## config.mk

```make
export PLATFORM = sky130hd
export DESIGN_NAME = sgpio_frame_sched
export DESIGN_NICKNAME = d
export VERILOG_FILES = /design/src/rtl/sgpio_frame_sched.sv
export SDC_FILE = /design/constraint.sdc
export NUM_CORES = 1
export LEC_CHECK = 0
export ABC_CLOCK_PERIOD_IN_PS = 2750
export BUFFER_PORTS_ARGS = -buffer_cell sky130_fd_sc_hd__buf_2
export CAP_MARGIN = 20
export CORE_ASPECT_RATIO = 1.75
export CORE_MARGIN = 8
export CORE_UTILIZATION = 31
export DETAILED_ROUTE_END_ITERATION = 6
export GPL_TIMING_DRIVEN = 0
export RECOVER_POWER = 25
export SLEW_MARGIN = 0
export SYNTH_ARGS = -nofsm -noshare
export SYNTH_HDL_FRONTEND = slang
export SYNTH_HIERARCHICAL = 1
export SYNTH_SLANG_ARGS = --single-unit
```

## constraint.sdc

```tcl
create_clock -name SYSCLK -period 2.75 [get_ports SYSCLK]
set_clock_uncertainty 0.05 [all_clocks]
set_input_delay 0.6875 -clock SYSCLK [delete_from_list [all_inputs] [get_ports SYSCLK]]
set_output_delay 0.6875 -clock SYSCLK [all_outputs]
set_load 0.05 [all_outputs]
```

## src/rtl/sgpio_frame_sched.sv

```systemverilog
// sgpio_frame_sched -- builds SGPIO drive-status frames and offers them to the
// serializer with a ready/valid handshake, an accept timeout and an
// inter-frame gap.
//
// Build option: define SGPIO_BLINK_EN to make the LOC bit blink at the
// BLINK_DIV half period. Without it the blink counter is not built and the
// LOC bit follows DRV_LOC directly.
//
// Frame layout: drive n occupies bits [3n+2:3n] = {FLT, LOC, ACT}.

// Per-drive lane: activity synchronizer, sticky activity and frame bits.
module sgpio_drv_lane (
    input  logic       SYSCLK,
    input  logic       RESET_N,
    input  logic       act_n,
    input  logic       loc,
    input  logic       flt,
    input  logic       blink,
    input  logic       build,
    output logic [2:0] bits
);
    logic act_s1;
    logic act_s2;
    logic act_sticky;

    // Two-flop synchronizer on the inverted (active-high) activity so reset 0 means idle.
    always_ff @(posedge SYSCLK or negedge RESET_N) begin
        if (!RESET_N) begin
            act_s1 <= 1'b0;
            act_s2 <= 1'b0;
        end else begin
            act_s1 <= ~act_n;
            act_s2 <= act_s1;
        end
    end

    // Sticky activity: cleared when a frame is built, but activity arriving in
    // that same cycle is kept for the following frame.
    always_ff @(posedge SYSCLK or negedge RESET_N) begin
        if (!RESET_N)
            act_sticky <= 1'b0;
        else if (build)
            act_sticky <= act_s2;
        else if (act_s2)
            act_sticky <= 1'b1;
    end

    assign bits = {flt, loc & blink, act_sticky};
endmodule

module sgpio_frame_sched #(
    parameter int HDD_NUM   = 36,
    parameter int FRAME_GAP = 1000,
    parameter int BLINK_DIV = 12500000,
    parameter int TMO       = 4096
) (
    input  logic                   SYSCLK,
    input  logic                   RESET_N,
    input  logic [HDD_NUM-1:0]     DRV_ACT_N,
    input  logic [HDD_NUM-1:0]     DRV_LOC,
    input  logic [HDD_NUM-1:0]     DRV_FLT,
    input  logic                   BMC_OVR_EN,
    input  logic [3*HDD_NUM-1:0]   BMC_OVR_DATA,
    output logic                   FRAME_VLD,
    input  logic                   FRAME_RDY,
    output logic [3*HDD_NUM-1:0]   FRAME_DATA,
    output logic [15:0]            FRAME_CNT,
    output logic                   FRAME_DROP
);
    // Three-bit encoding leaves spare codes that must fall back to IDLE.
    localparam logic [2:0] IDLE  = 3'd0;
    localparam logic [2:0] BUILD = 3'd1;
    localparam logic [2:0] OFFER = 3'd2;
    localparam logic [2:0] GAP   = 3'd3;

    localparam int WW = $clog2(TMO + 1);
    localparam int GW = $clog2(FRAME_GAP + 1);

    logic [2:0]                   state;
    logic [2:0]                   state_nxt;
    logic                         xfer;
    logic                         tmo_hit;
    logic [WW-1:0]                wait_cnt;
    logic [GW-1:0]                gap_cnt;
    logic [3*HDD_NUM-1:0]         frame_data;
    logic [15:0]                  frame_cnt;
    logic                         frame_drop;
    logic                         blink;
    logic                         build;
    logic [HDD_NUM-1:0][2:0]      lane_bits;

    assign build = (state == BUILD);

`ifdef SGPIO_BLINK_EN
    localparam int BW = $clog2(BLINK_DIV);
    logic [BW-1:0] blink_cnt;

    // Free-running blink square wave, independent of the frame state machine.
    always_ff @(posedge SYSCLK or negedge RESET_N) begin
        if (!RESET_N) begin
            blink_cnt <= '0;
            blink     <= 1'b1;
        end else if (blink_cnt == BW'(BLINK_DIV - 1)) begin
            blink_cnt <= '0;
            blink     <= ~blink;
        end else begin
            blink_cnt <= blink_cnt + 1'b1;
        end
    end
`else
    assign blink = 1'b1;
`endif

    // One lane per drive slot.
    for (genvar i = 0; i < HDD_NUM; i++) begin : g_lane
        sgpio_drv_lane u_lane (
            .SYSCLK  (SYSCLK),
            .RESET_N (RESET_N),
            .act_n   (DRV_ACT_N[i]),
            .loc     (DRV_LOC[i]),
            .flt     (DRV_FLT[i]),
            .blink   (blink),
            .build   (build),
            .bits    (lane_bits[i])
        );
    end

    // Next-state decode; FRAME_RDY only matters while offering.
    always_comb begin
        state_nxt = state;
        xfer      = 1'b0;
        tmo_hit   = 1'b0;
        case (state)
            IDLE:  state_nxt = BUILD;
            BUILD: state_nxt = OFFER;
            OFFER: begin
                if (FRAME_RDY) begin
                    xfer      = 1'b1;
                    state_nxt = GAP;
                end else if (wait_cnt == WW'(TMO - 1)) begin
                    tmo_hit   = 1'b1;
                    state_nxt = GAP;
                end
            end
            GAP:   if (gap_cnt == GW'(FRAME_GAP - 1)) state_nxt = BUILD;
            default: state_nxt = IDLE;
        endcase
    end

    // State register.
    always_ff @(posedge SYSCLK or negedge RESET_N) begin
        if (!RESET_N)
            state <= IDLE;
        else
            state <= state_nxt;
    end

    // Offer wait counter: counts not-ready cycles, zero outside OFFER.
    always_ff @(posedge SYSCLK or negedge RESET_N) begin
        if (!RESET_N)
            wait_cnt <= '0;
        else if (state != OFFER)
            wait_cnt <= '0;
        else if (!FRAME_RDY)
            wait_cnt <= wait_cnt + 1'b1;
    end

    // Gap counter: counts GAP cycles, zero outside GAP.
    always_ff @(posedge SYSCLK or negedge RESET_N) begin
        if (!RESET_N)
            gap_cnt <= '0;
        else if (state != GAP)
            gap_cnt <= '0;
        else
            gap_cnt <= gap_cnt + 1'b1;
    end

    // Frame image is loaded only in BUILD so it holds through the whole offer.
    always_ff @(posedge SYSCLK or negedge RESET_N) begin
        if (!RESET_N)
            frame_data <= '0;
        else if (build)
            frame_data <= BMC_OVR_EN ? BMC_OVR_DATA : lane_bits;
    end

    // Accepted-frame counter (wraps naturally) and timeout pulse.
    always_ff @(posedge SYSCLK or negedge RESET_N) begin
        if (!RESET_N) begin
            frame_cnt  <= '0;
            frame_drop <= 1'b0;
        end else begin
            if (xfer)
                frame_cnt <= frame_cnt + 16'd1;
            frame_drop <= tmo_hit;
        end
    end

    assign FRAME_VLD  = (state == OFFER);
    assign FRAME_DATA = frame_data;
    assign FRAME_CNT  = frame_cnt;
    assign FRAME_DROP = frame_drop;
endmodule

```

==> impl_results.md, run 1 <==
* Clock transition time at the flip-flop clock pins of the worst setup and hold paths at 0.06 ns
* Yosys warning total at 6
* Cell-by-cell listing of the critical path: inv_1 > ha_1 > buf_2
* P_leak at 6.72 nW
* Clock sink count at 258
* IO Count at 346
* Peak fanout along the critical path at 10
* Clk buf depth at 3
* Drc violations at 0
* Fraction of layout cells with a size suffix above 1 at 33.2%
* Number of buffers created by CTS at 26
* Transition time at the pin with the least slew margin at 1.29 ns
* Max stage delay on crit path at 0.44 ns
* Sum of overflow across all layers after global routing at 0
* Post-detailed-route count of antenna-violating nets at 0
* Min Tclk post-route at 2.59 ns
* Fin crit share at 94.0%
* Maximum vdd drop at 0.501 mV
* Crit path max-delay family: buffers and inverters
* Effective utilization at floorplan at 31.3%
* Min-delay worst type: in -> reg
* CP arrival at 1.85 ns
* Number of hold violations in the final report at 0
* Final slew viol count at 0
* Initial antenna violation count at 8
* Peak clock frequency supported by timing at 387 MHz
* Number of search-and-repair iterations in the first detailed-routing pass at 4
* Wire length of the first global-routing pass at 46200 um
* Std-Cell Core Area at 0.0351 mm^2
* Area growth from synthesis to layout at 29.5%
* Worst setup path class: reg -> out
* Power density over the cells at 562 mW/mm^2
* Initial DRC count at 342
* Worst rel slew slack at 14.0%
* Startpoint type of the worst setup path: flip-flop
* Seq cells post-synth at 258
* Maximum Capacitance Violations at 0
* Result of the run: finished clean
* DRT Wirelength at 30100 um
* Mapped Cells at 976
* Clock Latency Late Sink at 0.53 ns
* Post-synthesis async set-or-reset flop share at 100%
* Final Util at 40.5%
* Total of buffers placed on input and output ports at 307
* TritonCTS clock tree: built
* Overall die area at 0.0419 mm^2
* Post-DP Area at 0.0133 mm^2
* Global placement routability congestion at 0.802
* Worst Path Required at 2.01 ns
* Cell Area, Synth at 0.0110 mm^2
* Final instance area at 0.0142 mm^2
* Maximum number of pins on one net before global-route repair at 114
* Proportion of synthesized chip area in sequential cells at 58.9%
* Post-route setup TNS at 0 ns
* Routed wire length per instance at 16.4 um
* Total vias in the final route at 7846
* Total Nets Final at 1577
* Setup Viol. Count Final at 0
* Placement row count at 91
* Hold slack at 0.238 ns
* DR vias/cell at 4.27
* Horizontal die dimension at 158 um
* Overall global routing resource usage at 14.1%
* Buf/Inv on CP at 2
* H-tree depth at 1
* Vertical die dimension at 265 um
* Total power consumption of the routed design at 7.98 mW
* Capturing element type of the critical path: output port
* Detail Placement HPWL at 22800 um
* Worst path slowest cell: sky130_fd_sc_hd__dfrtp_1
* Post-synth EDFFs at 0
* Primary FF master, synth: sky130_fd_sc_hd__dfrtp_1
* Via count of the first global-routing pass at 8337
* Root buffer cell: sky130_fd_sc_hd__clkbuf_16
* FILL cells at 3520
* Mean post-synth cell area at 11.2 um^2
* Number of distinct library cells after synthesis at 39
-- area by class of cell --
type	instances	area (um^2)	share of cell area, %
clock inverters	11	149	1.05
clock buffers	36	739	5.21
plain buffers	113	736	5.18
diodes	5	12.5	0.0881
flip-flops and latches	258	6460	45.5
multi-input cells	563	3620	25.5
repair buffers	311	1620	11.4
well taps	465	582	4.10
inverters	77	289	2.04
-- final timing paths --
| check | start | slack, ns | endpoint | depth (start not counted) |
|---|---|---|---|---|
| worst max-delay path | state[0]$_DFFE_PN0P_ | 0.16 | FRAME_VLD | 3 |
| worst min-delay path | DRV_ACT_N[5] | 0.24 | g_lane[5].u_lane/act_s1$_DFF_PN0_ | 2 |
| max in group asynchronous | RESET_N | 0.51 | FRAME_DATA[100]$_DFFE_PN0P_ | 3 |
| worst min register to register | g_lane[17].u_lane/act_s1$_DFF_PN0_ | 0.29 | g_lane[17].u_lane/act_s2$_DFF_PN0_ | 0 |
| min in group asynchronous | RESET_N | 0.95 | FRAME_CNT[8]$_DFFE_PN0P_ | 2 |
| worst max register to register | state[1]$_DFFE_PN0P_ | 0.26 | FRAME_DATA[0]$_DFFE_PN0P_ | 7 |
-- repair_timing --
item,in CTS,in global routing
hold buffers,1,0
endpoints found under the setup margin,29,93
buffers inserted,0,0
hold endpoints to repair,19,0
gates resized for setup,4,4
-- cells by family after synthesis --
family,after synthesis,synth area share (%)
simple gates,225,10.4
fa+ha+maj,7,0.799
other cells,1,0.0342
compound gates,150,7.75
buf+inv,190,9.28
xor+xnor,33,2.64
flops,258,58.9
mux,112,10.2
-- placed cells by master, fill, tap and decap left out, types with 5 or more instances in the layout --
master | netlist | final
sky130_fd_sc_hd__a21o_1 | 36 | 36
sky130_fd_sc_hd__a21oi_1 | 108 | 108
sky130_fd_sc_hd__and2_0 | 0 | 6
sky130_fd_sc_hd__and2_1 | 55 | 49
sky130_fd_sc_hd__buf_2 | 14 | 318
sky130_fd_sc_hd__buf_4 | 76 | 76
sky130_fd_sc_hd__clkbuf_1 | 18 | 21
sky130_fd_sc_hd__clkbuf_16 | 0 | 27
sky130_fd_sc_hd__clkbuf_2 | 1 | 8
sky130_fd_sc_hd__conb_1 | 1 | 36
sky130_fd_sc_hd__dfrtp_1 | 258 | 258
sky130_fd_sc_hd__diode_2 | 0 | 5
sky130_fd_sc_hd__ha_1 | 7 | 6
sky130_fd_sc_hd__inv_1 | 77 | 77
sky130_fd_sc_hd__mux2i_1 | 111 | 111
sky130_fd_sc_hd__nand2_1 | 12 | 12
sky130_fd_sc_hd__nand3_1 | 10 | 10
sky130_fd_sc_hd__nand4_1 | 5 | 5
sky130_fd_sc_hd__nor2_1 | 115 | 115
sky130_fd_sc_hd__nor3_1 | 5 | 5
sky130_fd_sc_hd__xnor2_1 | 20 | 20
sky130_fd_sc_hd__xor2_1 | 13 | 13
-- power by group --
group	internal, mW	leakage, nW	switching (mW)
Sequential	3.85	2.66	0.0131
Clock	2.17	0.425	1.50
Combinational	0.224	3.63	0.218
Total	6.24	6.72	1.74
-- cell usage after synthesis (all sizes together) (2+ instances only) --
| library cell | count | area (um^2) |
|---|---|---|
| nand3 | 11 | 60.1 |
| a21o | 36 | 270 |
| mux2i | 111 | 1110 |
| o21ai | 3 | 15.0 |
| inv | 77 | 289 |
| and3 | 4 | 25.0 |
| xnor2 | 20 | 175 |
| dfrtp | 258 | 6460 |
| ha | 7 | 87.6 |
| a21boi | 2 | 15.0 |
| clkbuf | 19 | 72.6 |
| nor2b | 2 | 12.5 |
| and2 | 55 | 344 |
| buf | 94 | 656 |
| nand2 | 12 | 45.0 |
| nor4 | 3 | 40.0 |
| nand2b | 3 | 18.8 |
| a21oi | 108 | 541 |
| xor2 | 13 | 114 |
| or3 | 3 | 18.8 |
| nor2 | 115 | 432 |
| nand4 | 8 | 68.8 |
| nor3 | 5 | 25.0 |
-- state kept, by name, summed over array words and instances (netlist names) --
register / count
FRAME_DATA: 108
g_lane.u_lane/act_s1: 36
wait_cnt: 13
gap_cnt: 10
FRAME_CNT: 16
g_lane.u_lane/act_sticky: 36
FRAME_DROP: 1
state: 2
g_lane.u_lane/act_s2: 36
-- stage by stage --
| stage | worst slack [ns] | instances |
|---|---|---|
| after floorplan | 0.522 | 1011 |
| after global placement | -3.88 | 1783 |
| after detailed placement | -0.172 | 1786 |
| after CTS | 0.0112 | 1834 |
| after global routing | -0.000000666 | 1839 |
| final | 0.165 | 1839 |
-- routing by layer --
metal	wire length [um]	GRT usage (%)	vias to the layer above
li1	-	-	3823
met5	36	0	-
met4	726	4.99	6
met1	11000	15.2	3753
met2	16100	26.2	218
met3	2280	2.89	46
(Power assumes the default switching activity.)
==> run 2: changes to the inputs <==
--- a/config.mk
+++ b/config.mk
@@ -13,7 +13,6 @@
 export CORE_UTILIZATION = 31
 export DETAILED_ROUTE_END_ITERATION = 6
 export GPL_TIMING_DRIVEN = 0
-export RECOVER_POWER = 25
 export SLEW_MARGIN = 0
 export SYNTH_ARGS = -nofsm -noshare
 export SYNTH_HDL_FRONTEND = slang
==> run 2 against run 1 <==
Effect of this change:
- flip-flop and latch count is the same
- power about the same
- first-iteration DRC count is 5.6% lower
- non-clock buffer count unchanged
- hold slack is essentially flat
- setup slack improved by 0.014 ns
- register-to-register slack is essentially flat
- sequential share of layout area shrank 0.088 points
- critical path type unchanged
- highest routed layer unchanged
==> impl_results.md, run 2 (synthesis gave the netlist of run 1 again) <==
* Crit path launch: state[0]$_DFFE_PN0P_
* Root buffer cell: sky130_fd_sc_hd__clkbuf_16
* Std-Cell Core Area at 0.0351 mm^2
* Clk buf depth at 3
* CP arrival at 1.83 ns
* DRT Wirelength at 30200 um
* Worst setup path class: reg -> out
* Most common cell after layout, fill and taps aside: sky130_fd_sc_hd__buf_2
* Result of the run: finished clean
* Clock sink count at 258
* Fin crit share at 93.5%
* Horizontal die dimension at 158 um
* Routed wire length per instance at 16.4 um
* Clock transition time at the flip-flop clock pins of the worst setup and hold paths at 0.06 ns
* Transition time at the pin with the least slew margin at 0.913 ns
* Number of search-and-repair iterations in the first detailed-routing pass at 4
* Worst Path Required at 2.01 ns
* Vertical die dimension at 265 um
* Effective utilization at floorplan at 31.3%
* FILL cells at 3515
* Setup Viol. Count Final at 0
* Total of buffers placed on input and output ports at 307
* Clock Latency Late Sink at 0.53 ns
* Maximum vdd drop at 0.501 mV
* IO Count at 346
* Post-CTS setup-driven buffer insertion count at 0
* Final slew viol count at 0
* Min Tclk post-route at 2.57 ns
* Placement row count at 91
* Initial DRC count at 323
* Startpoint type of the worst setup path: flip-flop
* Global placement routability congestion at 0.802
* Via count of the first global-routing pass at 8337
* Post-detailed-route count of antenna-violating nets at 0
* Peak fanout along the critical path at 10
* Hold slack at 0.238 ns
* Max FFs per register at 108
* Fraction of layout cells with a size suffix above 1 at 33.4%
* Power density over the cells at 561 mW/mm^2
* P_leak at 6.77 nW
* H-tree depth at 1
* Initial antenna violation count at 8
* Number of hold violations in the final report at 0
* Capturing element type of the critical path: output port
* Min-delay worst type: in -> reg
* Maximum Capacitance Violations at 0
* Wire length of the first global-routing pass at 46200 um
* Sum of overflow across all layers after global routing at 0
* Most frequent cells in the layout: sky130_fd_sc_hd__buf_2 (320), sky130_fd_sc_hd__dfrtp_1 (258), sky130_fd_sc_hd__nor2_1 (115), sky130_fd_sc_hd__mux2i_1 (111), sky130_fd_sc_hd__a21oi_1 (108)
* Overall die area at 0.0419 mm^2
* Drc violations at 0
* DR vias/cell at 4.27
* Overall global routing resource usage at 14.1%
* Startpoint of the most critical hold path: DRV_ACT_N[5]
* Detail Placement HPWL at 22800 um
* Area growth from synthesis to layout at 29.8%
* TritonCTS clock tree: built
* Peak clock frequency supported by timing at 389 MHz
* Number of buffers created by CTS at 26
* Worst rel slew slack at 39.1%
* Total Nets Final at 1577
* Maximum number of pins on one net before global-route repair at 114
* Post-route setup TNS at 0 ns
* Total vias in the final route at 7852
* Worst reg2reg startpoint: state[1]$_DFFE_PN0P_
[run 2: layer usage]
metal | track usage [%] | vias up | wire length, um
li1 | - | 3824 | -
met1 | 15.2 | 3760 | 11000
met2 | 26.2 | 217 | 16100
met3 | 2.89 | 45 | 2290
met4 | 4.99 | 6 | 710
met5 | 0 | - | 36
[run 2: layout make-up]
class	count	area, um^2	share of cell area (%)
Antenna cell	5	12.5	0.0879
Buffer	113	736	5.17
Clock buffer	36	739	5.20
Clock inverter	11	149	1.05
Inverter	77	289	2.03
Multi-Input combinational cell	563	3630	25.5
Sequential cell	258	6460	45.4
Tap cell	465	582	4.09
Timing Repair Buffer	311	1630	11.5
[run 2: path summary, 6_finish.rpt]
check | to | slack [ns] | depth (start not counted)
worst max-delay path | FRAME_VLD | 0.18 | 3
min in group asynchronous | FRAME_CNT[8]$_DFFE_PN0P_ | 0.62 | 2
worst max register to register | FRAME_DATA[0]$_DFFE_PN0P_ | 0.26 | 7
worst min register to register | g_lane[17].u_lane/act_s2$_DFF_PN0_ | 0.29 | 0
max in group asynchronous | FRAME_DATA[100]$_DFFE_PN0P_ | 1.11 | 3
worst min-delay path | g_lane[5].u_lane/act_s1$_DFF_PN0_ | 0.24 | 2
[run 2: power breakdown]
part | internal (mW) | switching, mW | total (mW)
Sequential | 3.85 | 0.0131 | 3.86
Clock | 2.17 | 1.51 | 3.68
Combinational | 0.226 | 0.218 | 0.444
[run 2: stage by stage]
stage	utilization (%)	total power, mW	std cells	cell area (um^2)	worst slack (ns)
2_1_floorplan	-	4.13	1011	11100	0.522
3_3_place_gp	37.7	4.37	1783	13200	-3.88
3_5_place_dp	37.9	4.39	1786	13300	-0.172
4_1_cts	40.5	8.13	1834	14200	0.0112
5_1_grt	40.6	8.31	1839	14200	-0.000000666
6_report	40.6	7.98	1839	14200	0.178
[run 2: worst max-delay path, stage by stage (launching register included)]
cell	delay [ns]
sky130_fd_sc_hd__dfrtp_1	0.44
sky130_fd_sc_hd__inv_1	0.11
sky130_fd_sc_hd__ha_1	0.41
sky130_fd_sc_hd__buf_2	0.35
[run 2: what timing repair did]
action,CTS,global route
endpoints found under the hold margin,19,0
gates cloned,0,0
gates resized for setup,4,4
hold buffers,1,0
setup endpoints to repair,29,93
